<file path="src/rtl/key_debounce_pkg.sv">
// Shared definitions for the pushbutton conditioning path: key bit positions and default timing.
// The key-stroke encoder uses the same bit order.
package key_debounce_pkg;

  localparam int NUM_KEYS      = 5;
  localparam int DEBOUNCE_10MS = 250000;  // 10 ms at 25 MHz
  localparam int DEBOUNCE_CNT_W = 18;

  typedef enum logic [2:0] {
    KEY_PAUSE = 3'd0,
    KEY_RIGHT = 3'd1,
    KEY_LEFT  = 3'd2,
    KEY_DOWN  = 3'd3,
    KEY_UP    = 3'd4
  } key_idx_e;

  // Pin value of a released button.
  function automatic logic idle_level(input bit active_low);
    return active_low ? 1'b1 : 1'b0;
  endfunction

endpackage

</file>
<file path="src/rtl/debounce_chan.sv">
// One pushbutton channel: synchroniser chain, stability counter, debounced level and edge pulses.
module debounce_chan
  import key_debounce_pkg::*;
#(
  parameter int STABLE_CYCLES = DEBOUNCE_10MS,
  parameter int CNT_W         = DEBOUNCE_CNT_W,
  parameter int SYNC_STAGES   = 2,
  parameter bit ACTIVE_LOW    = 1'b0
) (
  input  logic clk_25M,
  input  logic rst,
  input  logic key_raw,
  output logic key_level,
  output logic key_press,
  output logic key_release
);

  localparam logic             IDLE_PIN = idle_level(ACTIVE_LOW);
  localparam logic [CNT_W-1:0] CNT_LAST = CNT_W'(STABLE_CYCLES - 1);

  logic [SYNC_STAGES-1:0] sync_r;
  logic [CNT_W-1:0]       cnt_r;
  logic                   level_r;
  logic                   press_r;
  logic                   release_r;
  logic                   synced_s;

  // Polarity is normalised after the chain so the flops only ever see the raw pin.
  assign synced_s = sync_r[SYNC_STAGES-1] ^ ACTIVE_LOW;

  // Synchroniser chain into clk_25M.
  always_ff @(posedge clk_25M or posedge rst) begin
    if (rst) begin
      sync_r <= {SYNC_STAGES{IDLE_PIN}};
    end else begin
      sync_r <= {sync_r[SYNC_STAGES-2:0], key_raw};
    end
  end

  // Stability filter: any sample agreeing with the current level restarts the count.
  always_ff @(posedge clk_25M or posedge rst) begin
    if (rst) begin
      cnt_r     <= '0;
      level_r   <= 1'b0;
      press_r   <= 1'b0;
      release_r <= 1'b0;
    end else begin
      press_r   <= 1'b0;
      release_r <= 1'b0;
      if (synced_s == level_r) begin
        cnt_r <= '0;
      end else if (cnt_r == CNT_LAST) begin
        cnt_r     <= '0;
        level_r   <= synced_s;
        press_r   <= synced_s;
        release_r <= ~synced_s;
      end else begin
        cnt_r <= cnt_r + CNT_W'(1);
      end
    end
  end

  assign key_level   = level_r;
  assign key_press   = press_r;
  assign key_release = release_r;

endmodule

</file>
<file path="src/rtl/key_debounce.sv">
// Debounces the board pushbuttons (up, down, left, right, pause) for the key-stroke encoder.
// Channels are independent; each output bit comes straight from its channel's flops.
module key_debounce
  import key_debounce_pkg::*;
#(
  parameter int N_KEYS        = NUM_KEYS,
  parameter int STABLE_CYCLES = DEBOUNCE_10MS,
  parameter int CNT_W         = DEBOUNCE_CNT_W,
  parameter int SYNC_STAGES   = 2,
  parameter bit ACTIVE_LOW    = 1'b0
) (
  input  logic              clk_25M,
  input  logic              rst,
  input  logic [N_KEYS-1:0] key_raw,
  output logic [N_KEYS-1:0] key_level,
  output logic [N_KEYS-1:0] key_press,
  output logic [N_KEYS-1:0] key_release
);

  for (genvar i = 0; i < N_KEYS; i++) begin : g_chan
    debounce_chan #(
      .STABLE_CYCLES (STABLE_CYCLES),
      .CNT_W         (CNT_W),
      .SYNC_STAGES   (SYNC_STAGES),
      .ACTIVE_LOW    (ACTIVE_LOW)
    ) u_chan (
      .clk_25M     (clk_25M),
      .rst         (rst),
      .key_raw     (key_raw[i]),
      .key_level   (key_level[i]),
      .key_press   (key_press[i]),
      .key_release (key_release[i])
    );
  end

endmodule
</file>
<file path="config.mk">
export PLATFORM = sky130hd
export DESIGN_NAME = key_debounce
export DESIGN_NICKNAME = d
export VERILOG_FILES = /design/src/rtl/key_debounce_pkg.sv /design/src/rtl/debounce_chan.sv /design/src/rtl/key_debounce.sv
export SDC_FILE = /design/constraint.sdc
export NUM_CORES = 1
export LEC_CHECK = 0
export BUFFER_PORTS_ARGS = -buffer_cell sky130_fd_sc_hd__buf_2
export CAP_MARGIN = 20
export CORE_MARGIN = 2
export CORE_UTILIZATION = 53
export CTS_CLUSTER_DIAMETER = 100
export DETAILED_ROUTE_END_ITERATION = 12
export GPL_TIMING_DRIVEN = 1
export PLACE_DENSITY = 0.7
export SYNTH_ARGS = -nofsm -noshare
export SYNTH_HDL_FRONTEND = slang
export SYNTH_SLANG_ARGS = --single-unit
export TNS_END_PERCENT = 50
</file>
<file path="constraint.sdc">
create_clock -name clk_25M -period 4.44 [get_ports clk_25M]
set_input_delay 0.888 -clock clk_25M [delete_from_list [all_inputs] [get_ports clk_25M]]
set_output_delay 0.888 -clock clk_25M [all_outputs]
set_load 0.005 [all_outputs]
</file>
==> Word-level counts from Yosys, hierarchy flattened <==
Cells that the tools add are included.
{ "totals": {"rom_bits": 0, "word_cells": 85, "mem_bits_rw": 0, "in_bits": 7, "register_bits": 115, "mem_count": 0, "latchBits": 0} }
{ "op_classes": {"n_bitwise": 10, "n_eq_ne": 10, "n_lt_le_gt_ge": 0, "n_reduce_logical": 5, "div_mod_pow": 0, "n_addsub": 5, "mul": 0, "muxes": 30, "shifts": 0} }
{ "ops": {"columns": ["op", "count"], "rows": [
  ["18-bit two-way mux", 10],
  ["18-bit by 1-bit adder with 18-bit output, second input constant", 5],
  ["18-bit equality test, second input constant", 5],
  ["1-bit two-way mux", 20],
  ["1-bit NOT", 10],
  ["2-bit AND reduction", 5],
  ["1-bit equality test", 5]
]} }

==> Logic depth before layout (Yosys ltp) <==
{ "depth": {"word_depth": 3, "depth_mapped": 6, "depth_no_buf": 5} }

==> Modules after synthesis <==
From an unflattened synthesis, not the netlist that was laid out.
{ "unflattened": {"cells_unflattened": 530, "hier_area_um2": 5718.0} }
{ "modules_own_cells": {"columns": ["mod", "cells_each", "area_per_inst_um2", "instances"], "rows": [
  ["debounce_chan", 106, 1143.6, 5]
]} }

==> Worst setup path before layout <==
No wires, ideal clock.
{ "synth_timing": {"path_kind": "flip-flop to flip-flop", "startpoint": "reg g_chan[2].u_chan.cnt_r[10]", "endpoint": "reg g_chan[2].u_chan.level_r", "path_stages_with_launch": 5, "setup_slack_ns": 2.600, "setup_ns": 0.125, "arrival_time_ns": 1.715, "cell_sequence": "dfrtp_1 nor4_1 nand4_1 or4_4 mux2_2"} }
{ "synth_via": {"elab_chain_cells": 2} }
{ "synth_lines": {"columns": ["element", "line_no", "source"], "rows": [
  ["start, declared", "debounce_chan.sv:22", "logic [CNT_W-1:0] cnt_r;"],
  ["start signal, assigned", "debounce_chan.sv:58", "cnt_r <= cnt_r + CNT_W'(1);"],
  ["18-bit equality test", "debounce_chan.sv:52", "end else if (cnt_r == CNT_LAST) begin"],
  ["2-bit AND reduction (no line)", null, null],
  ["end signal, assigned", "debounce_chan.sv:54", "level_r <= synced_s;"],
  ["end, declared", "debounce_chan.sv:23", "logic level_r;"]
]} }
Every way passes these cells.
A chain may end at the register's enable or synchronous reset.

==> Worst setup path after layout <==
{ "layout_timing": {"startpoint": "reg g_chan[2].u_chan.cnt_r[10]", "endpoint": "reg g_chan[2].u_chan.cnt_r[3]"} }
{ "layout_via": {"elab_chain_cells": 3} }
{ "layout_lines": {"columns": ["element", "line_no", "source"], "rows": [
  ["18-bit equality test", "debounce_chan.sv:52", null],
  ["18-bit two-way mux", "debounce_chan.sv:52", null],
  ["18-bit two-way mux", "debounce_chan.sv:50", "if (synced_s == level_r) begin"]
]} }
Every way passes these cells.

==> results.json <==
{
  "hold_buffers": 0,
  "clkTransAtPathRegs_ns": 0.06,
  "synth_cells": 529,
  "cts_buffer_depth": 2,
  "powerDensity_nw_per_um2": 391.2,
  "antenna_found_initial": 0,
  "core_area_um2": 10140,
  "synthesis.nets": 541,
  "antenna_left": 0,
  "place.port_buffers": 21,
  "wl_um": 9889,
  "irDropWorstVdd_uv": 311.5,
  "ys_types": 40,
  "drc": 0,
  "area_growth_pct": 13.84,
  "cts_resized": 0,
  "grtUsageTotal_pct": 18.82,
  "grt_pass1_vias": 3744,
  "grt_first_pass_wirelength_um": 16940,
  "cpPeakStageDelay_ns": 0.92,
  "yosysSeqAreaShare_pct": 52.78,
  "dieArea_um2": 11120,
  "worst_slew_pin_slew_ns": 0.9220,
  "ys_warn_count": 0,
  "hp-class": "in2async",
  "crit_path_end_kind": "flop",
  "synth_top_area_share_pct": 52.78,
  "drv_cap": 0,
  "nFillCells": 832,
  "std_cell_rows": 37,
  "crit_path_cell_trace": "nor4_1 -> nand4_1 -> o41ai_4 -> nor2_1",
  "dp.final_hpwl_um": 6375,
  "p_leak_nw": 2.585,
  "fmax_mhz": 465.6,
  "grt_start_max_net_pins": 90,
  "wl_per_cell_um": 14.11,
  "synth_edf_count": 0,
  "worstPathArrival_ns": 2.51,
  "synth_area_leader_cell": "dfrtp_1",
  "clk_latency_ns": 0.52,
  "synth_flop_cell": "dfrtp_1",
  "die_y_um": 105.4,
  "rsz0062_at_grt": "no",
  "vias_per_cell": 5.526,
  "fin_nets": 564,
  "synth_area_leaders": "dfrtp_1, xnor2_1, nor2_1",
  "period_share_pct": 48.37,
  "grt-ovfl-total": 0,
  "first_iter_violations": 216,
  "num_vias": 3874,
  "regToRegSetupSlack_ns": 2.29,
  "slew_headroom_pct": 38.33,
  "tritoncts": "done",
  "root_buffer": "clkbuf_8",
  "setup_violations": 0,
  "layout.cells.non_filler": 701,
  "rr_worst_depth": 4,
  "yosysMostFrequentCell": "dfrtp_1",
  "async_reset_ff_share_pct": 100.0,
  "syn-cell-area_um2": 5453,
  "outcome": "finished clean",
  "start_util_pct": 53.78,
  "crit_type": "reg2reg",
  "rr_startpoint": "g_chan[2].u_chan.cnt_r[10]",
  "ioPinCount": 22,
  "dp.cells": 666,
  "htreeDepth": 4,
  "gp_congestion": 0.8142,
  "diodes": 0,
  "synth-seq-cells": 115,
  "drive_above_1_share_pct": 13.45,
  "report.final.slew_viol_count": 0,
  "post-cts-setup-buffers": 0,
  "timing.setup.tns_ns": 0,
  "critPathMaxFanout": 17,
  "cp.required_ns": 4.80,
  "final_hold_viol_count": 0,
  "clock_skew_ns": 0.009708,
  "postSynthAreaPerCell_um2": 10.31,
  "rr_endpoint": "g_chan[2].u_chan.cnt_r[3]",
  "die_w_um": 105.4,
  "cp_slowest_cell": "o41ai_4",
  "critPathLaunchType": "flop",
  "cts_buffers": 17,
  "firstDrtPassIters": 4,
  "cts_sinks": 115,
  "netlist_top_cells_count": "dfrtp_1, nor2_1, xnor2_1",
  "period_minus_slack_ns": 2.148
}
==> worst max path at each step <==
| stage | cells past startpoint | start | slack, ns | end |
|---|---|---|---|---|
| global placement | 5 | g_chan[3].u_chan.cnt_r[0] | 2.31 | g_chan[3].u_chan.cnt_r[3] |
| detailed placement | 4 | g_chan[2].u_chan.cnt_r[10] | 2.25 | g_chan[2].u_chan.cnt_r[3] |
| global route | 4 | g_chan[2].u_chan.cnt_r[10] | 2.11 | g_chan[2].u_chan.cnt_r[14] |
| CTS | 4 | g_chan[4].u_chan.cnt_r[0] | 2.22 | g_chan[4].u_chan.cnt_r[7] |
| finish | 4 | g_chan[2].u_chan.cnt_r[10] | 2.29 | g_chan[2].u_chan.cnt_r[3] |
| floorplan | 1 | rst | 0.51 | g_chan[0].u_chan.cnt_r[0] |
==> cells in the final DEF (no fill, tap or decap), drive strengths merged <==
cell type and instances:
xnor2 48, xor2 19, nor3 16, nand4b 4
inv 12, and4 5, or4 8, nand3 32
clkinvlp 2, a21oi 18, ha 5, clkinv 7
nor4 17, nor2 82, buf 27, nor4bb 2
nor2b 2, o31ai 4, mux2 5, dfrtp 115
or4b 2, o41ai 5, o21ai 12, a31o 2
bufinv 2, or3b 2, nor3b 11, and2 1
nor4b 1, nand2 28, and3 13, nand4 27
clkbuf 21, or2 1, or3 7
==> metal layers <==
layer	vias to the layer above	global-route usage [%]	routed length (um)
met4	0	8.762	143
met2	50	29.72	4615
met5	-	0	0
met1	1895	25.06	4891
li1	1916	-	-
met3	13	3.772	239
==> cell families (layout without fill, tap and decap cells) <==
group | Yosys count | in the layout | share of synthesized area, %
flip-flops | 115 | 115 | 52.78
adder cells (fa/ha/maj) | 5 | 5 | 1.147
multiplexers | 5 | 5 | 1.033
XOR/XNOR | 67 | 67 | 10.76
AND/OR/NAND/NOR | 261 | 261 | 25.49
buffers and inverters | 35 | 71 | 3.534
AO/OA/AOI/OAI | 41 | 41 | 5.255
==> area by class of cell <==
type                            instances  area, um2  share of cell area [%]
Multi-Input combinational cell        379       2382                   38.38
Clock inverter                         11      110.1                   1.774
Tap cell                              136      170.2                   2.741
Inverter                               12      47.55                  0.7660
Sequential cell                       115       2878                   46.36
Timing Repair Buffer                   27      170.2                   2.741
Clock buffer                           21      449.2                   7.236
==> power by group <==
part | internal, mW | switching [mW]
clock | 0.819 | 0.462
sequential | 1.06 | 0.0155
combinational | 0.0218 | 0.0453
total | 1.91 | 0.523
==> sequential cells by signal (all words and copies together) (netlist names) <==
| signal | count |
|---|---|
| g_chan.u_chan.key_level | 5 |
| g_chan.u_chan.sync_r | 10 |
| g_chan.u_chan.key_release | 5 |
| g_chan.u_chan.cnt_r | 90 |
| g_chan.u_chan.key_press | 5 |
==> critical path, delay by kind of cell, from the launching register on <==
kind / cells / cell delay, ns
and+or+nand+nor: 3 / 0.63
DFF: 1 / 0.44
AOI/OAI and AO/OA: 1 / 0.92
==> metrics by stage <==
stage / utilization (%) / total power, mW / instance area (um2) / setup WS (ns) / hold slack [ns]
finish: 61.22 / 2.428 / 6207 / 2.292 / 0.3317
global route: 61.22 / 2.508 / 6207 / 2.105 / 0.3529
CTS: 60.80 / 2.447 / 6165 / 2.219 / 0.3534
detailed placement: 55.29 / 1.162 / 5605 / 2.248 / 0.3441
global placement: 55.29 / 1.161 / 5605 / 2.313 / 0.3327
floorplan: - / 1.142 / 5453 / 0.5079 / 0.3312
No activity file was read; power rests on OpenSTA's default activity.
